[src/rtl/axis_dac_slew_limit.sv]
// Two-channel slew-rate limiter: each lane's output walks toward its captured target by at most step per clock.
// Optional macro AXIS_DAC_SLEW_HOLD_EN adds a 'hold' input that freezes both ramps while high.
module axis_dac_slew_limit #(
   parameter int ADC_WIDTH         = 14,
   parameter int MAXIS_DATA_WIDTH  = 16,
   parameter int MAXIS_TDATA_WIDTH = 32,
   parameter int STEP_WIDTH        = 14
) (
   input  logic                         a_clk,
   input  logic                         a_rst,
`ifdef AXIS_DAC_SLEW_HOLD_EN
   input  logic                         hold,
`endif
   input  logic [MAXIS_TDATA_WIDTH-1:0] S_AXIS_tdata,
   input  logic                         S_AXIS_tvalid,
   input  logic [STEP_WIDTH-1:0]        step_ch1,
   input  logic [STEP_WIDTH-1:0]        step_ch2,
   output logic [MAXIS_TDATA_WIDTH-1:0] M_AXIS_tdata,
   output logic                         M_AXIS_tvalid,
   output logic [1:0]                   limiting
);

   localparam int NCH = 2;
   localparam int DW  = ADC_WIDTH + 1;

   logic                  hold_w;
   logic [STEP_WIDTH-1:0] step_arr [NCH];
   logic                  seen_q, seen_d;
   logic                  valid_q, valid_d;

`ifdef AXIS_DAC_SLEW_HOLD_EN
   assign hold_w = hold;
`else
   assign hold_w = 1'b0;
`endif

   assign step_arr[0] = step_ch1;
   assign step_arr[1] = step_ch2;

   // Output valid follows the first capture by one edge so it lines up with the first updated sample.
   assign seen_d  = seen_q | S_AXIS_tvalid;
   assign valid_d = valid_q | seen_q;

   always_ff @(posedge a_clk or posedge a_rst) begin
      if (a_rst) begin
         seen_q  <= 1'b0;
         valid_q <= 1'b0;
      end else begin
         seen_q  <= seen_d;
         valid_q <= valid_d;
      end
   end

   assign M_AXIS_tvalid = valid_q;

   genvar gi;
   generate
      for (gi = 0; gi < NCH; gi++) begin : g_ch
         logic [ADC_WIDTH-1:0] target_q, target_d;
         logic [ADC_WIDTH-1:0] current_q, current_d;
         logic                 lim_q, lim_d;
         logic [DW-1:0]        diff_w;
         logic [DW-1:0]        mag_w;
         logic [DW-1:0]        step_w;
         logic [ADC_WIDTH-1:0] up_w, dn_w;
         logic [ADC_WIDTH-1:0] lane_w;
         logic                 unused_lane_msbs;

         assign lane_w           = S_AXIS_tdata[gi*MAXIS_DATA_WIDTH +: ADC_WIDTH];
         assign unused_lane_msbs = ^S_AXIS_tdata[gi*MAXIS_DATA_WIDTH+ADC_WIDTH +: (MAXIS_DATA_WIDTH-ADC_WIDTH)];

         // One extra bit keeps target - current exact over the full 14-bit signed range.
         assign diff_w = {target_q[ADC_WIDTH-1], target_q} - {current_q[ADC_WIDTH-1], current_q};
         assign mag_w  = diff_w[DW-1] ? -diff_w : diff_w;
         assign step_w = DW'(step_arr[gi]);
         assign up_w   = current_q + step_w[ADC_WIDTH-1:0];
         assign dn_w   = current_q - step_w[ADC_WIDTH-1:0];

         assign target_d = S_AXIS_tvalid ? lane_w : target_q;

         always_comb begin
            current_d = current_q;
            lim_d     = lim_q;
            if (!hold_w) begin
               if ((step_w == '0) || (mag_w <= step_w)) begin
                  current_d = target_q;
                  lim_d     = 1'b0;
               end else if (diff_w[DW-1]) begin
                  current_d = dn_w;
                  lim_d     = 1'b1;
               end else begin
                  current_d = up_w;
                  lim_d     = 1'b1;
               end
            end
         end

         always_ff @(posedge a_clk or posedge a_rst) begin
            if (a_rst) begin
               target_q  <= '0;
               current_q <= '0;
               lim_q     <= 1'b0;
            end else begin
               target_q  <= target_d;
               current_q <= current_d;
               lim_q     <= lim_d;
            end
         end

         assign M_AXIS_tdata[gi*MAXIS_DATA_WIDTH +: MAXIS_DATA_WIDTH] =
            {{(MAXIS_DATA_WIDTH-ADC_WIDTH){current_q[ADC_WIDTH-1]}}, current_q};
         assign limiting[gi] = lim_q;
      end
   endgenerate

endmodule

[config.mk]
export PLATFORM = sky130hd
export DESIGN_NAME = axis_dac_slew_limit
export DESIGN_NICKNAME = d
export VERILOG_FILES = /design/src/rtl/axis_dac_slew_limit.sv
export SDC_FILE = /design/constraint.sdc
export NUM_CORES = 1
export LEC_CHECK = 0
export CAP_MARGIN = 25
export CORE_MARGIN = 5
export CORE_UTILIZATION = 57
export CTS_BUF_LIST = sky130_fd_sc_hd__clkbuf_8
export CTS_CLUSTER_SIZE = 20
export DETAILED_ROUTE_END_ITERATION = 8
export PLACE_DENSITY = 0.86
export SYNTH_ARGS = -nofsm -noshare
export SYNTH_HDL_FRONTEND = slang
export SYNTH_SLANG_ARGS = --single-unit
[constraint.sdc]
create_clock -name a_clk -period 6.38 [get_ports a_clk]
set_clock_uncertainty 0.05 [all_clocks]
set_input_delay 1.276 -clock a_clk [delete_from_list [all_inputs] [get_ports a_clk]]
set_output_delay 1.276 -clock a_clk [all_outputs]
set_load 0.02 [all_outputs]
==> results.md, run 1 <==
* Nets at 986
* Yosys top cell by area: dfrtp_1
* Largest net degree at the start of global routing at 61
* Clock Path Buffers at 2
* Main synth FF type: dfrtp_1
* Placer Congestion at 0.919
* Max FO, Critical Path at 16
* ANT nets after route at 0
* Most frequent cells after synthesis: ha_1, inv_1, xnor2_1
* Syn Nets at 895
* Worst-path clk slew at around 70 ps
* Synth top area cells: dfrtp_1, ha_1, xnor2_1, mux2_2, inv_1
* ANT cells at 0
* Die Area at 13700 um^2
* First-pass GRT wire length at 25.9 mm
* I/O Pins at 98
* Critical Path RT at 6560 ps
* Critical R2R Capture: g_ch[0].current_q[13]$_DFF_PP0_
* Min-Delay Endpoint: seen_q$_DFF_PP0_
* Core area at 11300 um^2
* Post_cts resized at 0
* Synthesis Warnings at 0
* Post-Route WL at about 16 mm
* Hold slack at 421 ps
* R2r setup slk at 800 ps
* Post-synth ARST share at 100%
* CTS tree: done
* Yosys cell types at 60
* Final setup viols at 0
* WS Path Type: reg -> reg
* Post-synth top area share at 23.0%
* Share of cells above drive strength 1 at about 10%
* Postcts setup bufs at 0
* GRT overflow at 0
* Cell area after synthesis at 6540 um^2
* Worst Reg2Reg Path Length in Cells at 20
* Number of flops mapped to enable cells by yosys at 0
* Worst path arrival time at between 5000 and 6000 ps
* Final Critical Period at 5580 ps
* Initial antenna violation count at 0
* Start point of the worst min-delay path: seen_q$_DFF_PP0_
* Worst-path cell chain: inv_1 > ha_1 > inv_1 > fa_1 > a21o_1 > a221oi_4 > nand2_1 > a41oi_1 > a221o_1 > mux2i_1 > ha_1 > nor2b_1 > o31a_1 > nor4_1 > nor2_1 > o41a_1 > a31oi_1 > o21ai_0 > xnor2_1 > mux2_2
* #FFs+latches synth at 60
* RSZ-0062 raised after global routing: false
* Worst Setup End Kind: flop
* Cts-stage hold buffer count at 0
* Setup WS post-layout at 800 ps
* Clock latency on the worst-skew pair at 340 ps
* Pins Over Slew Limit at 0
* Reg area at 1500 um^2
* CTS Sinks at 60
* Final Hold Violating Endpoints at 0
* Sequential area share after synthesis at 23.0%
* Avg Cell Area, Syn at 8.82 um^2
* CP Launch Type: flop
* Status: finished, final reports clean
* Final worst path period share at 87.5%
* Worst path buffer plus inverter count at 2
* Vias in the first global route at between 5000 and 6000
* Die width at 117 um
* Multi-input logic area at 4650 um^2
* TritonCTS buffer count at 9
* TNS Setup at 0 ps
* H-tree depth at 3
* Cell Rows at 39
* CTS root buffer: clkbuf_8
* HP Class: reg -> reg
* Area Overhead vs Synth at 18.7%
* Fill cells at 903
* Detailed-route DRC error count at 0
* Hold path depth at 1
* Cells after synthesis at 742
* Drt pass-1 iters at 5
* CP max-delay cell: a221o_1
* Achievable frequency at 0.179 GHz
* Total number of vias at 5718
* Slew margin rel. at 41.9%
* Top-count cell post-synth: ha_1
* CP max stage delay at between 500 and 600 ps
* IO buf count at 93
* Max Cap Viol at 0
* Post-DP HPWL at 12.7 mm
* Pre-CTS setup slack at 893 ps
* Gr usage total at about a quarter
* Initial Utilization at slightly below 60%
* Largest delay share family, worst path: compound AO/OA/AOI/OAI gates
* Finished Core Util at 68.6%
* RR Startpoint: g_ch[0].target_q[0]$_DFFE_PP0P_
* Vias per inst at 5.83
* Iter 0 DRT Violations at 340
* Die Y at 117 um
* Pin slew with the least headroom to its limit at 872 ps
* Avg WL per Cell at 16.1 um
-- worst max-delay path by stage --
| stage | to | from | cells past startpoint |
|---|---|---|---|
| floorplan | g_ch[0].current_q[13]$_DFF_PP0_ | g_ch[0].current_q[1]$_DFF_PP0_ | 20 |
| global placement | g_ch[1].current_q[1]$_DFF_PP0_ | g_ch[1].target_q[0]$_DFFE_PP0P_ | 20 |
| detailed placement | g_ch[0].current_q[13]$_DFF_PP0_ | g_ch[0].target_q[0]$_DFFE_PP0P_ | 20 |
| CTS | g_ch[0].current_q[13]$_DFF_PP0_ | g_ch[0].target_q[0]$_DFFE_PP0P_ | 20 |
| global route | g_ch[0].current_q[13]$_DFF_PP0_ | g_ch[0].target_q[0]$_DFFE_PP0P_ | 20 |
| finish | g_ch[0].current_q[13]$_DFF_PP0_ | g_ch[0].target_q[0]$_DFFE_PP0P_ | 20 |
-- kinds of logic after synthesis --
kind of cell | Yosys count | synth area share, %
AOI/OAI and AO/OA | 166 | 17.0
DFF | 60 | 23.0
and+or+nand+nor | 187 | 14.2
muxes | 55 | 9.87
adders and majority gates | 90 | 17.7
buffers and inverters | 94 | 5.93
xor gates and xnor gates | 90 | 12.3
-- routing by layer --
layer  global-route usage, %  vias to the layer above  share of wire, %
li1                        -                     2814                 -
met1                    30.1                     2715                44
met2                    40.4                      161                49
met3                    4.06                       28               5.3
met4                    6.80                        0               2.0
met5                       0                        -                 0
-- through the flow --
step	area, um^2	std cells
2_1_floorplan	6540	742
4_1_cts	7760	980
3_3_place_gp	7590	965
5_1_grt	7760	980
3_5_place_dp	7590	965
6_report	7760	980
-- flip-flops by register name, indices dropped and copies added (netlist names) --
name and flops:
g_ch.lim_q 2, seen_q 1, g_ch.target_q 28, M_AXIS_tvalid 1, g_ch.current_q 28
-- layout by cell type (no fill, tap or decap), types with 11 or more instances in the layout --
master,n
a21oi_1,47
clkdlybuf4s50_1,93
dfrtp_1,60
ha_1,86
inv_1,75
mux2_2,44
nand2_1,39
nand3_1,15
nor2_1,51
nor2b_1,12
nor3_1,20
nor4_1,11
o21a_1,17
o21ai_0,36
xnor2_1,71
xor2_1,18
-- area by class of cell --
type	count	share of cell area, %
multi-input combinational	588	59.9
sequential	60	19.3
tap	143	2.30
inverter	76	3.68
timing repair buffer	98	12.5
clock buffer	10	1.77
clock inverter	5	0.500
Power of run 1 is left out: the tool's default activity adds up to more than one toggle a clock period on the data nets, which glitch-free logic cannot reach.
==> run 2, diff against run 1 <==
--- a/config.mk
+++ b/config.mk
@@ -13,2 +13,3 @@
 export DETAILED_ROUTE_END_ITERATION = 8
+export GPL_ROUTABILITY_DRIVEN = 0
 export PLACE_DENSITY = 0.86
==> constraint.sdc (replaced) <==
create_clock -name a_clk -period 6.38 [get_ports a_clk]
set_clock_uncertainty 0.05 [all_clocks]
set_input_delay 1.595 -clock a_clk [delete_from_list [all_inputs] [get_ports a_clk]]
set_output_delay 1.595 -clock a_clk [all_outputs]
set_load 0.02 [all_outputs]
==> run 2 against run 1 <==
Compared with the run above: sequential share of layout area decreased by 0.23 points; setup slack gained 76 ps; cell count is 0.10% higher; routed wire length is 1.6% lower; die area unchanged; worst hold slack worse by 1.9 ps; via count shrank 0.30%; first-iteration DRC count is 1.2% higher; utilization increased by 0.82 points; register-to-register slack improved by 80 ps; critical path type unchanged; largest cell class unchanged; highest routed layer unchanged.
==> results.md, run 2 (synthesis results as in run 1) <==
* ANT cells at 0 (unchanged)
* Status: finished, final reports clean
* Achievable frequency at 0.182 GHz (+1.4%)
* Slew margin rel. at 41.8% (-0.077 points)
* Vias in the first global route at 5505 (-2.4%)
* TritonCTS buffer count at 9 (unchanged)
* Post-Route WL at 15.5 mm (-1.6%)
* Max FO, Critical Path at 15 (-1)
* Vias per inst at 5.81 (-0.40%)
* Worst Setup End Kind: flop
* I/O Pins at 98 (unchanged)
* Core area at 11300 um^2 (unchanged)
* Hold path depth at 1 (unchanged)
* M1 WL at 6.74 mm (-3.4%)
* WS Path Type: reg -> reg
* Final Critical Period at 5500 ps (-75.8 ps)
* Worst Reg2Reg Path Length in Cells at 20 (unchanged)
* Final worst path period share at 86.3% (-1.2 points)
* TNS Setup at 0 ps (unchanged)
* Cts-stage hold buffer count at 0 (unchanged)
* Worst-path cell chain: inv_1 > ha_1 > inv_1 > fa_1 > a211oi_1 > nor2_1 > o211a_1 > nor2_1 > xnor2_1 > or4_1 > nor2_1 > a31oi_1 > xor2_1 > ha_1 > nand3_1 > nor4_1 > a21oi_1 > o211ai_1 > o31a_1 > mux2_2
* Postcts setup bufs at 0 (unchanged)
* Iter 0 DRT Violations at 344 (+1.2%)
* Nets at 986 (unchanged)
* Worst-path clk slew at 60 ps (about the same)
* Share of cells above drive strength 1 at 10.5% (+0.11 points)
* Final design instance area without fill at 7860 um^2 (+1.2%)
* Initial Utilization at 57.8% (unchanged)
* GRT overflow at 0 (unchanged)
* Area Overhead vs Synth at 20.1%
* Largest registers: g_ch.current_q (28), g_ch.target_q (28), g_ch.lim_q (2)
* Largest net degree at the start of global routing at 61 (unchanged)
* H-tree depth at 3 (unchanged)
* Post_cts resized at 0 (unchanged)
* Max Cap Viol at 0 (unchanged)
* Clock Path Buffers at 2 (unchanged)
* Clock latency on the worst-skew pair at 350 ps (about the same)
* Commonest non-fill, non-tap cell in the layout: clkdlybuf4s50_1
* RSZ-0062 raised after global routing: false
* Drt pass-1 iters at 5 (unchanged)
* CP dominant cell by count: nor2_1
* Die width at 117 um (unchanged)
* Met3 wire len at 971 um (+17%)
* Commonest cells after routing, fill and taps aside: clkdlybuf4s50_1, ha_1, inv_1, xnor2_1, dfrtp_1
* CP max-delay cell: o31a_1
* CP max stage delay at 730 ps (+140 ps)
* CP Launch Type: flop
* Pin slew with the least headroom to its limit at 873 ps (+1.16 ps)
* HP Class: reg -> reg
* Routed wl met2 at 7.56 mm (-1.2%)
* Worst path arrival time at 5680 ps (-80 ps)
* Final Hold Violating Endpoints at 0 (unchanged)
* Post-DP HPWL at 12.4 mm (-2.5%)
* Detailed-route DRC error count at 0 (unchanged)
* Pins Over Slew Limit at 0 (unchanged)
* Gr usage total at 22.9% (-0.50 points)
* CTS root buffer: clkbuf_8
* Die Y at 117 um (unchanged)
* Hold slack at 419 ps (-1.88 ps)
* IO buf count at 93 (unchanged)
* Die Area at 13700 um^2 (unchanged)
* ANT nets after route at 0 (unchanged)
* Total number of vias at 5701 (-0.30%)
* First-pass GRT wire length at 25.2 mm (-2.8%)
* CTS Sinks at 60 (unchanged)
* Critical Path RT at 6560 ps (about the same)
* Top sig layer: met4
* Area after DPL at 7590 um^2 (unchanged)
* Cell Rows at 39 (unchanged)
* Initial antenna violation count at 0 (unchanged)
* CTS tree: done
* Avg WL per Cell at 15.8 um (-1.7%)
* Final setup viols at 0 (unchanged)
-- run 2: cell types whose count changed in the layout (fill, tap and decap cells not counted) --
cell        before  now
bufinv_16        0    3
clkbuf_8        10   13
clkinvlp_4       4    0
clkinv_4         1    0
-- run 2: stage by stage --
stage / setup WS (ps) / instances / util [%]
2_1_floorplan: 1390 / 742 / -
3_3_place_gp: 1090 / 965 / 67.0
3_5_place_dp: 1040 / 965 / 67.0
4_1_cts: 923 / 981 / 69.4
5_1_grt: 510 / 981 / 69.4
6_report: 875 / 981 / 69.4
-- run 2: critical path, delay by kind of cell (launching register included) --
family,cells,cell delay [ps]
muxes,1,420
and+or+nand+nor,6,1460
adders and majority gates,3,950
DFF,1,360
xor gates and xnor gates,2,290
buffers and inverters,2,140
AOI/OAI and AO/OA,6,1700
-- run 2: worst paths after layout --
path	slack, ps	from	end
max	880	g_ch[1].target_q[0]$_DFFE_PP0P_	g_ch[1].current_q[1]$_DFF_PP0_
max in group asynchronous	4050	a_rst	g_ch[0].current_q[10]$_DFF_PP0_
min reg2reg	420	seen_q$_DFF_PP0_	seen_q$_DFF_PP0_
min	420	seen_q$_DFF_PP0_	seen_q$_DFF_PP0_
max reg2reg	880	g_ch[1].target_q[0]$_DFFE_PP0P_	g_ch[1].current_q[1]$_DFF_PP0_
min in group asynchronous	1730	a_rst	g_ch[0].target_q[0]$_DFFE_PP0P_
-- run 2: cell type report --
cell class	count	area (um^2)
tap	143	179
clock inverter	3	90.1
multi-input combinational	588	4650
fill	906	3470
inverter	76	285
timing repair buffer	98	968
clock buffer	13	179
sequential	60	1500
-- run 2: layer usage --
metal	GRT usage [%]	vias to the layer above
li1	-	2811
met1	29.0	2696
met2	40.0	169
met3	4.58	25
met4	5.73	0
met5	0	-
Power of run 2 is left out for the same reason.
==> run 3, diff against run 2 <==
HOLD_SLACK_MARGIN = 0.06   (was unset)
==> results of run 3 <==
Same layout as run 2: the final DEF is identical, and so are final timing and power.
Power of run 3 is left out for the same reason.
